$ cat config.mk
export PLATFORM = sky130hd
export DESIGN_NAME = pipe_ctrl
export DESIGN_NICKNAME = d
export VERILOG_FILES = /design/src/rtl/pipe_ctrl.sv
export SDC_FILE = /design/constraint.sdc
export NUM_CORES = 1
export LEC_CHECK = 0
export ABC_AREA = 1
export CORE_AREA = 2 2 97 99
export DETAILED_ROUTE_END_ITERATION = 8
export DIE_AREA = 0 0 99 101
export PLACE_DENSITY = 0.67
export RECOVER_POWER = 100
export SLEW_MARGIN = 20
export SYNTH_ARGS = -nofsm -noshare
export SYNTH_HDL_FRONTEND = slang
export SYNTH_SLANG_ARGS = --single-unit
export TNS_END_PERCENT = 100
$ cat constraint.sdc
create_clock -name clk -period 2.55 [get_ports clk]
set_input_delay 0.255 -clock clk [delete_from_list [all_inputs] [get_ports clk]]
set_output_delay 0.255 -clock clk [all_outputs]
set_load 0.01 [all_outputs]
$ cat src/rtl/pipe_ctrl.sv
// pipe_ctrl: hazard and sequencing controller for a 5-stage MIPS pipeline.
// Produces per-stage stall/flush controls and Decode operand forwarding
// selects, sequences the multi-cycle mul/div unit, and counts stall cycles.
module pipe_ctrl #(
  parameter int          MULT_CYCLES    = 4,
  parameter int          DIV_CYCLES     = 32,
  // Reset value of the stall counter (normally 0)
  parameter logic [31:0] STALL_CNT_INIT = 32'd0
) (
  input  logic        clk,
  input  logic        reset,
  input  logic [4:0]  d_rs,
  input  logic [4:0]  d_rt,
  input  logic        d_use_rs,
  input  logic        d_use_rt,
  input  logic [4:0]  e_rd,
  input  logic [4:0]  m_rd,
  input  logic [4:0]  w_rd,
  input  logic        e_reg_write,
  input  logic        m_reg_write,
  input  logic        w_reg_write,
  input  logic        e_memtoreg,
  input  logic        m_memtoreg,
  input  logic        i_busy,
  input  logic        d_busy,
  input  logic        e_md_start,
  input  logic        e_md_is_div,
  output logic        stall_f,
  output logic        stall_d,
  output logic        stall_e,
  output logic        stall_m,
  output logic        flush_d,
  output logic        flush_e,
  output logic        flush_m,
  output logic        flush_w,
  output logic [1:0]  fwd_rs,
  output logic [1:0]  fwd_rt,
  output logic        md_busy,
  output logic        md_done,
  output logic [31:0] stall_cycles
);

  localparam int MAX_CYCLES = (DIV_CYCLES > MULT_CYCLES) ? DIV_CYCLES : MULT_CYCLES;
  localparam int CW         = $clog2(MAX_CYCLES);

  localparam logic [CW-1:0] CNT_ZERO  = CW'(0);
  localparam logic [CW-1:0] CNT_ONE   = CW'(1);
  localparam logic [CW-1:0] MULT_LOAD = CW'(MULT_CYCLES - 1);
  localparam logic [CW-1:0] DIV_LOAD  = CW'(DIV_CYCLES - 1);

  localparam logic [1:0] ST_IDLE = 2'd0;
  localparam logic [1:0] ST_BUSY = 2'd1;
  localparam logic [1:0] ST_DONE = 2'd2;

  localparam logic [1:0] FWD_RF = 2'b00;
  localparam logic [1:0] FWD_E  = 2'b01;
  localparam logic [1:0] FWD_M  = 2'b10;
  localparam logic [1:0] FWD_W  = 2'b11;

  // A source matches a stage when it is really read, is not r0, and the
  // stage writes that same register.
  function automatic logic src_match(input logic use_src, input logic [4:0] src,
                                     input logic wr, input logic [4:0] rd);
    return use_src && (src != 5'd0) && wr && (rd == src);
  endfunction

  // Nearest non-load producer wins; W is always forwardable.
  function automatic logic [1:0] fwd_sel(input logic me, input logic mm, input logic mw,
                                         input logic e_ld, input logic m_ld);
    logic [1:0] sel;
    if (me && !e_ld) begin
      sel = FWD_E;
    end else if (mm && !m_ld) begin
      sel = FWD_M;
    end else if (mw) begin
      sel = FWD_W;
    end else begin
      sel = FWD_RF;
    end
    return sel;
  endfunction

  logic          rs_e_s, rs_m_s, rs_w_s;
  logic          rt_e_s, rt_m_s, rt_w_s;
  logic          load_hz_s;
  logic [1:0]    state_r, state_nxt_s;
  logic [CW-1:0] cnt_r, cnt_nxt_s;
  logic          done_nxt_s;
  logic          md_busy_r, md_done_r;
  logic [31:0]   stall_cnt_r;

  assign rs_e_s = src_match(d_use_rs, d_rs, e_reg_write, e_rd);
  assign rs_m_s = src_match(d_use_rs, d_rs, m_reg_write, m_rd);
  assign rs_w_s = src_match(d_use_rs, d_rs, w_reg_write, w_rd);
  assign rt_e_s = src_match(d_use_rt, d_rt, e_reg_write, e_rd);
  assign rt_m_s = src_match(d_use_rt, d_rt, m_reg_write, m_rd);
  assign rt_w_s = src_match(d_use_rt, d_rt, w_reg_write, w_rd);

  // A load in M only counts when E does not already supply a newer value.
  assign load_hz_s = (rs_e_s && e_memtoreg) || (rs_m_s && m_memtoreg && !rs_e_s) ||
                     (rt_e_s && e_memtoreg) || (rt_m_s && m_memtoreg && !rt_e_s);

  // Operand forwarding selects, forced to regfile while in reset.
  always_comb begin
    fwd_rs = FWD_RF;
    fwd_rt = FWD_RF;
    if (reset) begin
      fwd_rs = FWD_RF;
      fwd_rt = FWD_RF;
    end else begin
      fwd_rs = fwd_sel(rs_e_s, rs_m_s, rs_w_s, e_memtoreg, m_memtoreg);
      fwd_rt = fwd_sel(rt_e_s, rt_m_s, rt_w_s, e_memtoreg, m_memtoreg);
    end
  end

  // Prioritised stall/flush generation; higher conditions mask lower ones.
  always_comb begin
    stall_f = 1'b0;
    stall_d = 1'b0;
    stall_e = 1'b0;
    stall_m = 1'b0;
    flush_d = 1'b0;
    flush_e = 1'b0;
    flush_m = 1'b0;
    flush_w = 1'b0;
    if (reset) begin
      flush_d = 1'b1;
      flush_e = 1'b1;
      flush_m = 1'b1;
      flush_w = 1'b1;
    end else if (d_busy) begin
      stall_f = 1'b1;
      stall_d = 1'b1;
      stall_e = 1'b1;
      stall_m = 1'b1;
      flush_w = 1'b1;
    end else if (md_busy_r) begin
      stall_f = 1'b1;
      stall_d = 1'b1;
      stall_e = 1'b1;
      flush_m = 1'b1;
    end else if (load_hz_s || i_busy) begin
      // Holding D also keeps a branch there until its delay slot arrives.
      stall_f = 1'b1;
      stall_d = 1'b1;
      flush_e = 1'b1;
    end else begin
      stall_f = 1'b0;
    end
  end

  // Mul/div sequencer next-state: count down in BUSY, wait in DONE until E moves.
  always_comb begin
    state_nxt_s = state_r;
    cnt_nxt_s   = cnt_r;
    done_nxt_s  = 1'b0;
    case (state_r)
      ST_IDLE: begin
        if (e_md_start) begin
          state_nxt_s = ST_BUSY;
          cnt_nxt_s   = e_md_is_div ? DIV_LOAD : MULT_LOAD;
        end else begin
          state_nxt_s = ST_IDLE;
        end
      end
      ST_BUSY: begin
        if (cnt_r == CNT_ZERO) begin
          state_nxt_s = ST_DONE;
        end else begin
          cnt_nxt_s  = cnt_r - CNT_ONE;
          // md_done is registered, so raise it on the edge entering cnt = 0.
          done_nxt_s = (cnt_r == CNT_ONE);
        end
      end
      ST_DONE: begin
        if (!stall_e) begin
          state_nxt_s = ST_IDLE;
        end else begin
          state_nxt_s = ST_DONE;
        end
      end
      default: begin
        state_nxt_s = ST_IDLE;
        cnt_nxt_s   = CNT_ZERO;
      end
    endcase
  end

  // Mul/div sequencer state and its registered status outputs.
  always_ff @(posedge clk or posedge reset) begin
    if (reset) begin
      state_r   <= ST_IDLE;
      cnt_r     <= CNT_ZERO;
      md_busy_r <= 1'b0;
      md_done_r <= 1'b0;
    end else begin
      state_r   <= state_nxt_s;
      cnt_r     <= cnt_nxt_s;
      md_busy_r <= (state_nxt_s == ST_BUSY);
      md_done_r <= done_nxt_s;
    end
  end

  // Free-running stall-cycle counter, wraps naturally at 2^32.
  always_ff @(posedge clk or posedge reset) begin
    if (reset) begin
      stall_cnt_r <= STALL_CNT_INIT;
    end else if (stall_f) begin
      stall_cnt_r <= stall_cnt_r + 32'd1;
    end else begin
      stall_cnt_r <= stall_cnt_r;
    end
  end

  assign md_busy      = md_busy_r;
  assign md_done      = md_done_r;
  assign stall_cycles = stall_cnt_r;

endmodule

After elaboration in Yosys (flattened, before gate mapping)

Cells that the tools add are included.

Eq/ne operators: 12
$add $sub $neg: 2
Multiplexer cells: 34
Reductions and logical operators: 37
Bitwise logic cells: 1

Operators by type and width:

| kind                                                                   | count |
|---|---|
| 32-bit by 1-bit adder with 32-bit output (second input constant)       | 1 |
| 5-bit equality test                                                    | 6 |
| 1-bit logical AND                                                      | 24 |
| 2-bit 2-to-1 mux                                                       | 10 |
| 1-bit 2-to-1 mux                                                       | 19 |
| 5-bit 2-to-1 mux                                                       | 3 |
| 5-bit case mux with 3 select lines                                     | 1 |
| 5-bit nonzero test                                                     | 2 |
| 2-bit case mux with 3 select lines                                     | 1 |
| 5-bit by 1-bit equality test with 1-bit output (second input constant) | 1 |
| 5-bit logical NOT                                                      | 1 |
| 5-bit by 1-bit subtractor with 5-bit output (second input constant)    | 1 |
| 2-bit by 1-bit equality test with 1-bit output (second input constant) | 2 |
| 1-bit logical NOT                                                      | 4 |
| 1-bit logical OR                                                       | 4 |
| 2-bit != test (second input constant)                                  | 2 |
| 3-bit AND reduction                                                    | 1 |
| 2-bit equality test (second input constant)                            | 1 |
| 2-bit logical NOT                                                      | 1 |
| 1-bit inverter                                                         | 1 |

Output and inout bits: 46
Flip-flop bits (word level): 41
Input bits: 38
Logic and storage cells: 91

Depth between registers and ports, before layout

Depth after elaboration: 14
Gate-level depth with buffers: 13
Mapped depth without buffers: 12

Least setup slack after synthesis

Ideal clock, no wire load.

Kind: input to output
Start point: input reset
End point: output flush_m
Required time: 2.295 ns
Arrival time: 2.067 ns
Path slack: 0.228 ns
Stages: 3
Buffers on the path: 1
Cell sequence: inv_1 buf_1 nand2_1

Word-level cells in the longest chain between the ends: 1

RTL lines:

| what             | RTL line | source |
|---|---|---|
| from (decl)      | 11       | `input logic reset,` |
| 1-bit 2-to-1 mux | 126      | `if (reset) begin` |
| to (decl)        | 34       | `output logic flush_m,` |

No other way between the ends.

Final worst setup path

Start point: input d_rs[1]
End point: output fwd_rs[1]

Word-level cells in the longest chain between the ends: 8
Elaborated cells between the ends (all ways): 17
Classes of those cells: eq/ne (3); mux (4); reduce/logical (10)

RTL lines:

| what                                                         | RTL line | source |
|---|---|---|
| from (decl)                                                  | 12       | `input logic [4:0] d_rs,` |
| 5-bit nonzero test                                           | 64       | `return use_src && (src != 5'd0) && wr && (rd == src);` |
| 1-bit logical AND (3 in series)                              | 64       |  |
| 2-bit 2-to-1 mux / 1-bit logical AND (equally long branches) | 75, 73   |  |
| 2-bit 2-to-1 mux                                             | 73       | `end else if (mm && !m_ld) begin` |
| 2-bit 2-to-1 mux (*)                                         | 71       | `if (me && !e_ld) begin` |
| 2-bit 2-to-1 mux (*)                                         | 107      | `if (reset) begin` |
| to (decl)                                                    | 36       | `output logic [1:0] fwd_rs,` |

Mark *: on every way between the ends. The rest lies on a longest branch, timed or not.

==> implementation parameters <==
Parameter                              Value

Power
  Share of total power in sequential cells ... 0.432
  Clock network fraction of design power ... 0.218
  Portion of total power attributed to combinational logic ... 0.350
  Reported net switching power ... approximately 0.0007 W
  Ratio of total power to cell area ... between 400 and 500 nW/um2
  Pwr Total ... about 0.002 W
  Proportion of total power due to net switching ... 0.366
  Worst supply voltage drop on vdd ... between 0.3 and 0.4 mV
  Leakage ... 2.19 nW
  Internal power ... approximately 0.0012 W

Timing
  Time the worst path needs with I/O delays and setup ... 2.33 ns
  Count of endpoints failing hold in the final timing report ... 0
  Period utilization ... 0.914
  Final Slew Violations ... 0
  Worst-margin pin slew ... 0.826 ns
  Final hold slack ... around 0.47 ns
  Worst clock skew ... roughly 0.007 ns
  Setup repair after global routing missed its margin ... false
  Slew headroom ... 0.449
  Setup Viol. Count Final ... 0
  FMAX ... 429 MHz
  Total Negative Setup Slacks ... 0 ns

Clock tree
  Clock network latency to the later pin of the worst-skew pair ... 0.29 ns
  Register clock-pin slew on the reported worst setup and hold paths ... roughly 0.080 ns
  Clock tree from TritonCTS ... done
  CTS sink count ... just over 40
  Number of buffers inserted by hold repair at cts ... 0
  Number of buffers between clock root and the deepest sink ... 2
  CTS H-tree lvls ... 2
  Buffer type at the clock tree root ... sky130_fd_sc_hd__clkbuf_8
  Number of buffers created by CTS ... 5

Synthesis
  Mean post-synth cell area ... 6.69 um2
  Flops & latches, synth ... 41
  Count of flip-flops with a built-in enable after synthesis ... 0
  Cells after Synth ... around 470
  Proportion of register bits with asynchronous set or reset after synthesis ... 1.00
  Mapped cell area ... roughly 3100 um2
  Sequential-to-total area share from yosys stat ... 0.329
  Count of unique library cells instantiated by Yosys ... 33
  Most instantiated flip-flop cell in the synthesis netlist ... sky130_fd_sc_hd__dfrtp_1
  Total of warnings raised by yosys ... 0
  Synthesized Nets ... 507

Place
  # port buffers ... 83
  Placer congestion estimate ... 0.954
  Total instance count after detailed placement ... ~660
  Final HPWL DP ... slightly below 7000 um

Global routing
  Vias in the first global route ... 3061
  Antenna violations before repair ... 0
  Maximum number of pins on one net before global-route repair ... 74
  Global-route usage over all layers ... 0.176
  Wire length of the first global-routing pass ... roughly 15000 um
  Global-route congestion overflow total ... 0

Cells and area
  Count of nets after finishing ... 594
  Most frequent standard cell in the layout excluding fill and tap cells ... sky130_fd_sc_hd__nand2_1
  Antenna diodes ... 0
  Count of placed standard cells in the final layout, fillers left out ... around 670
  Area grow syn2layout ... 33.4%
  Share of layout cells above drive strength 1 ... 0.0560
  Most frequent cells in the layout ... sky130_fd_sc_hd__nand2_1 (165), sky130_fd_sc_hd__nand3_1 (49), sky130_fd_sc_hd__nor2_1 (47)

Critical path
  Class of the most critical setup path ... input port to primary output
  Arrival time reported for the critical path endpoint ... 2.08 ns
  Critical-path maximum fanout ... 6
  Maximum cell stage delay along the critical path ... roughly 0.55 ns
  Cell-by-cell listing of the critical path ... clkdlybuf4s50_1, nor2_1, nand3_1, nand2_1, nor2_2, nand3_1, clkbuf_4, nand2_1, a21oi_1, clkdlybuf4s50_1
  Standard cell with the maximum stage delay on the critical path ... sky130_fd_sc_hd__clkdlybuf4s50_1
  Capturing element type of the critical path ... primary output
  Worst setup SP type ... input port
  Endpoint required time on the critical path ... 2.30 ns

Die
  Std cell rows ... 35
  Initial core utilization ... 0.347
  Area of the core region ... 8980 um2
  Horizontal die dimension ... around 99 um
  Die Area ... about 10000 um2
  Height of the die ... just over 100 um
  Number of primary I/O pins ... between 80 and 90

Job
  Number of maximum-capacitance violations ... 0

Routing
  Number of nets still failing antenna checks after routing ... 0
  Vias per std cell ... 4.91
  DRC violations left ... 0
  Detailed-route via count ... 3266
  Routed wirelength normalized by instance count ... 13.0 um
  First-iteration detailed-routing DRC count ... 150
  Number of detailed-routing iterations run before antenna repair ... 5
  Total wire length after detailed routing ... ~8600 um

Outcome
  Status ... finished clean

Min path
  Class of the worst hold path ... flop to flop
==> state kept, by name, summed over array words and instances (netlist names) <==
| name | count |
|---|---|
| cnt_r | 5 |
| state_r | 2 |
| md_done | 1 |
| stall_cycles | 32 |
| md_busy | 1 |
==> synth_stat cells, types with 5 or more instances <==
cell type                 instances  area [um2]
sky130_fd_sc_hd__nand4_1         16         100
sky130_fd_sc_hd__nor4_1           5        31.3
sky130_fd_sc_hd__o21ai_0          9        45.0
sky130_fd_sc_hd__a21oi_1         10        50.1
sky130_fd_sc_hd__inv_1           42         158
sky130_fd_sc_hd__xor2_1          19         166
sky130_fd_sc_hd__nand2_1        165         619
sky130_fd_sc_hd__nand3_1         49         245
sky130_fd_sc_hd__nor2_1          48         180
sky130_fd_sc_hd__dfrtp_1         41        1030
sky130_fd_sc_hd__xnor2_1         19         166
sky130_fd_sc_hd__nor3_1           5        25.0
==> worst max-delay path, delay by kind of cell <==
| family | cells | cell delay (ns) |
|---|---|---|
| buffers and inverters | 3 | 1.18 |
| AND/OR/NAND/NOR | 6 | 0.50 |
| AO/OA/AOI/OAI | 1 | 0.13 |
==> repair_timing <==
item / in CTS / in global routing
hold endpoints to repair: 0 / 0
setup buffers: 1 / 0
pin swaps: 1 / 0
setup endpoints to repair: 3 / 2
resized for setup: 4 / 5
==> layer usage <==
layer | track usage | wire length (um) | part of all wire
met4 | 0.0327 | 55 | 0.0064
met2 | 0.292 | 4290 | 0.50
met3 | 0.0187 | 313 | 0.036
met1 | 0.250 | 3970 | 0.46
met5 | 0 | 0 | 0
==> through the flow <==
step / utilization / worst slack (ns) / instance area [um2]
floorplan: - / 0.228 / 3120
CTS: 0.463 / 0.0503 / 4150
finish: 0.464 / 0.219 / 4160
global route: 0.464 / 0.0194 / 4160
global placement: 0.453 / -0.0301 / 4070
detailed placement: 0.453 / -0.0329 / 4070
==> power groups by stage <==
stage                     Sequential [W]  Combinational (W)  Clock [W]
after floorplan                 0.000853           0.000420          0
after global placement          0.000852           0.000692          0
after detailed placement        0.000853           0.000706          0
after CTS                       0.000842           0.000707   0.000440
after global routing            0.000856           0.000764   0.000479
final                           0.000841           0.000681   0.000424
==> logic make-up after synthesis <==
kind of cell,after synthesis,synth area share
compound gates,23,0.0405
xor+xnor,38,0.107
fa+ha+maj,3,0.0120
buf+inv,57,0.0810
flops,41,0.329
simple gates,304,0.431
==> path summary, 6_finish.rpt <==
kind / slack [ns] / end / cells past startpoint / start
min: 0.47 / md_done / 1 / cnt_r[4]
max reg2reg: 0.59 / stall_cycles[20] / 10 / stall_cycles[1]
min in group asynchronous: 1.01 / stall_cycles[26] / 3 / reset
max: 0.22 / fwd_rs[1] / 10 / d_rs[1]
min reg2reg: 0.47 / md_done / 1 / cnt_r[4]
max in group asynchronous: 0.98 / md_busy / 3 / reset
==> layout make-up <==
type / count / area, um2
Timing Repair Buffer: 92 / 898
Inverter: 45 / 169
Tap cell: 111 / 139
Clock inverter: 3 / 17.5
Multi-Input combinational cell: 368 / 1840
Clock buffer: 5 / 68.8
Fill cell: 895 / 4820
Sequential cell: 41 / 1030
(Power assumes the default switching activity.)
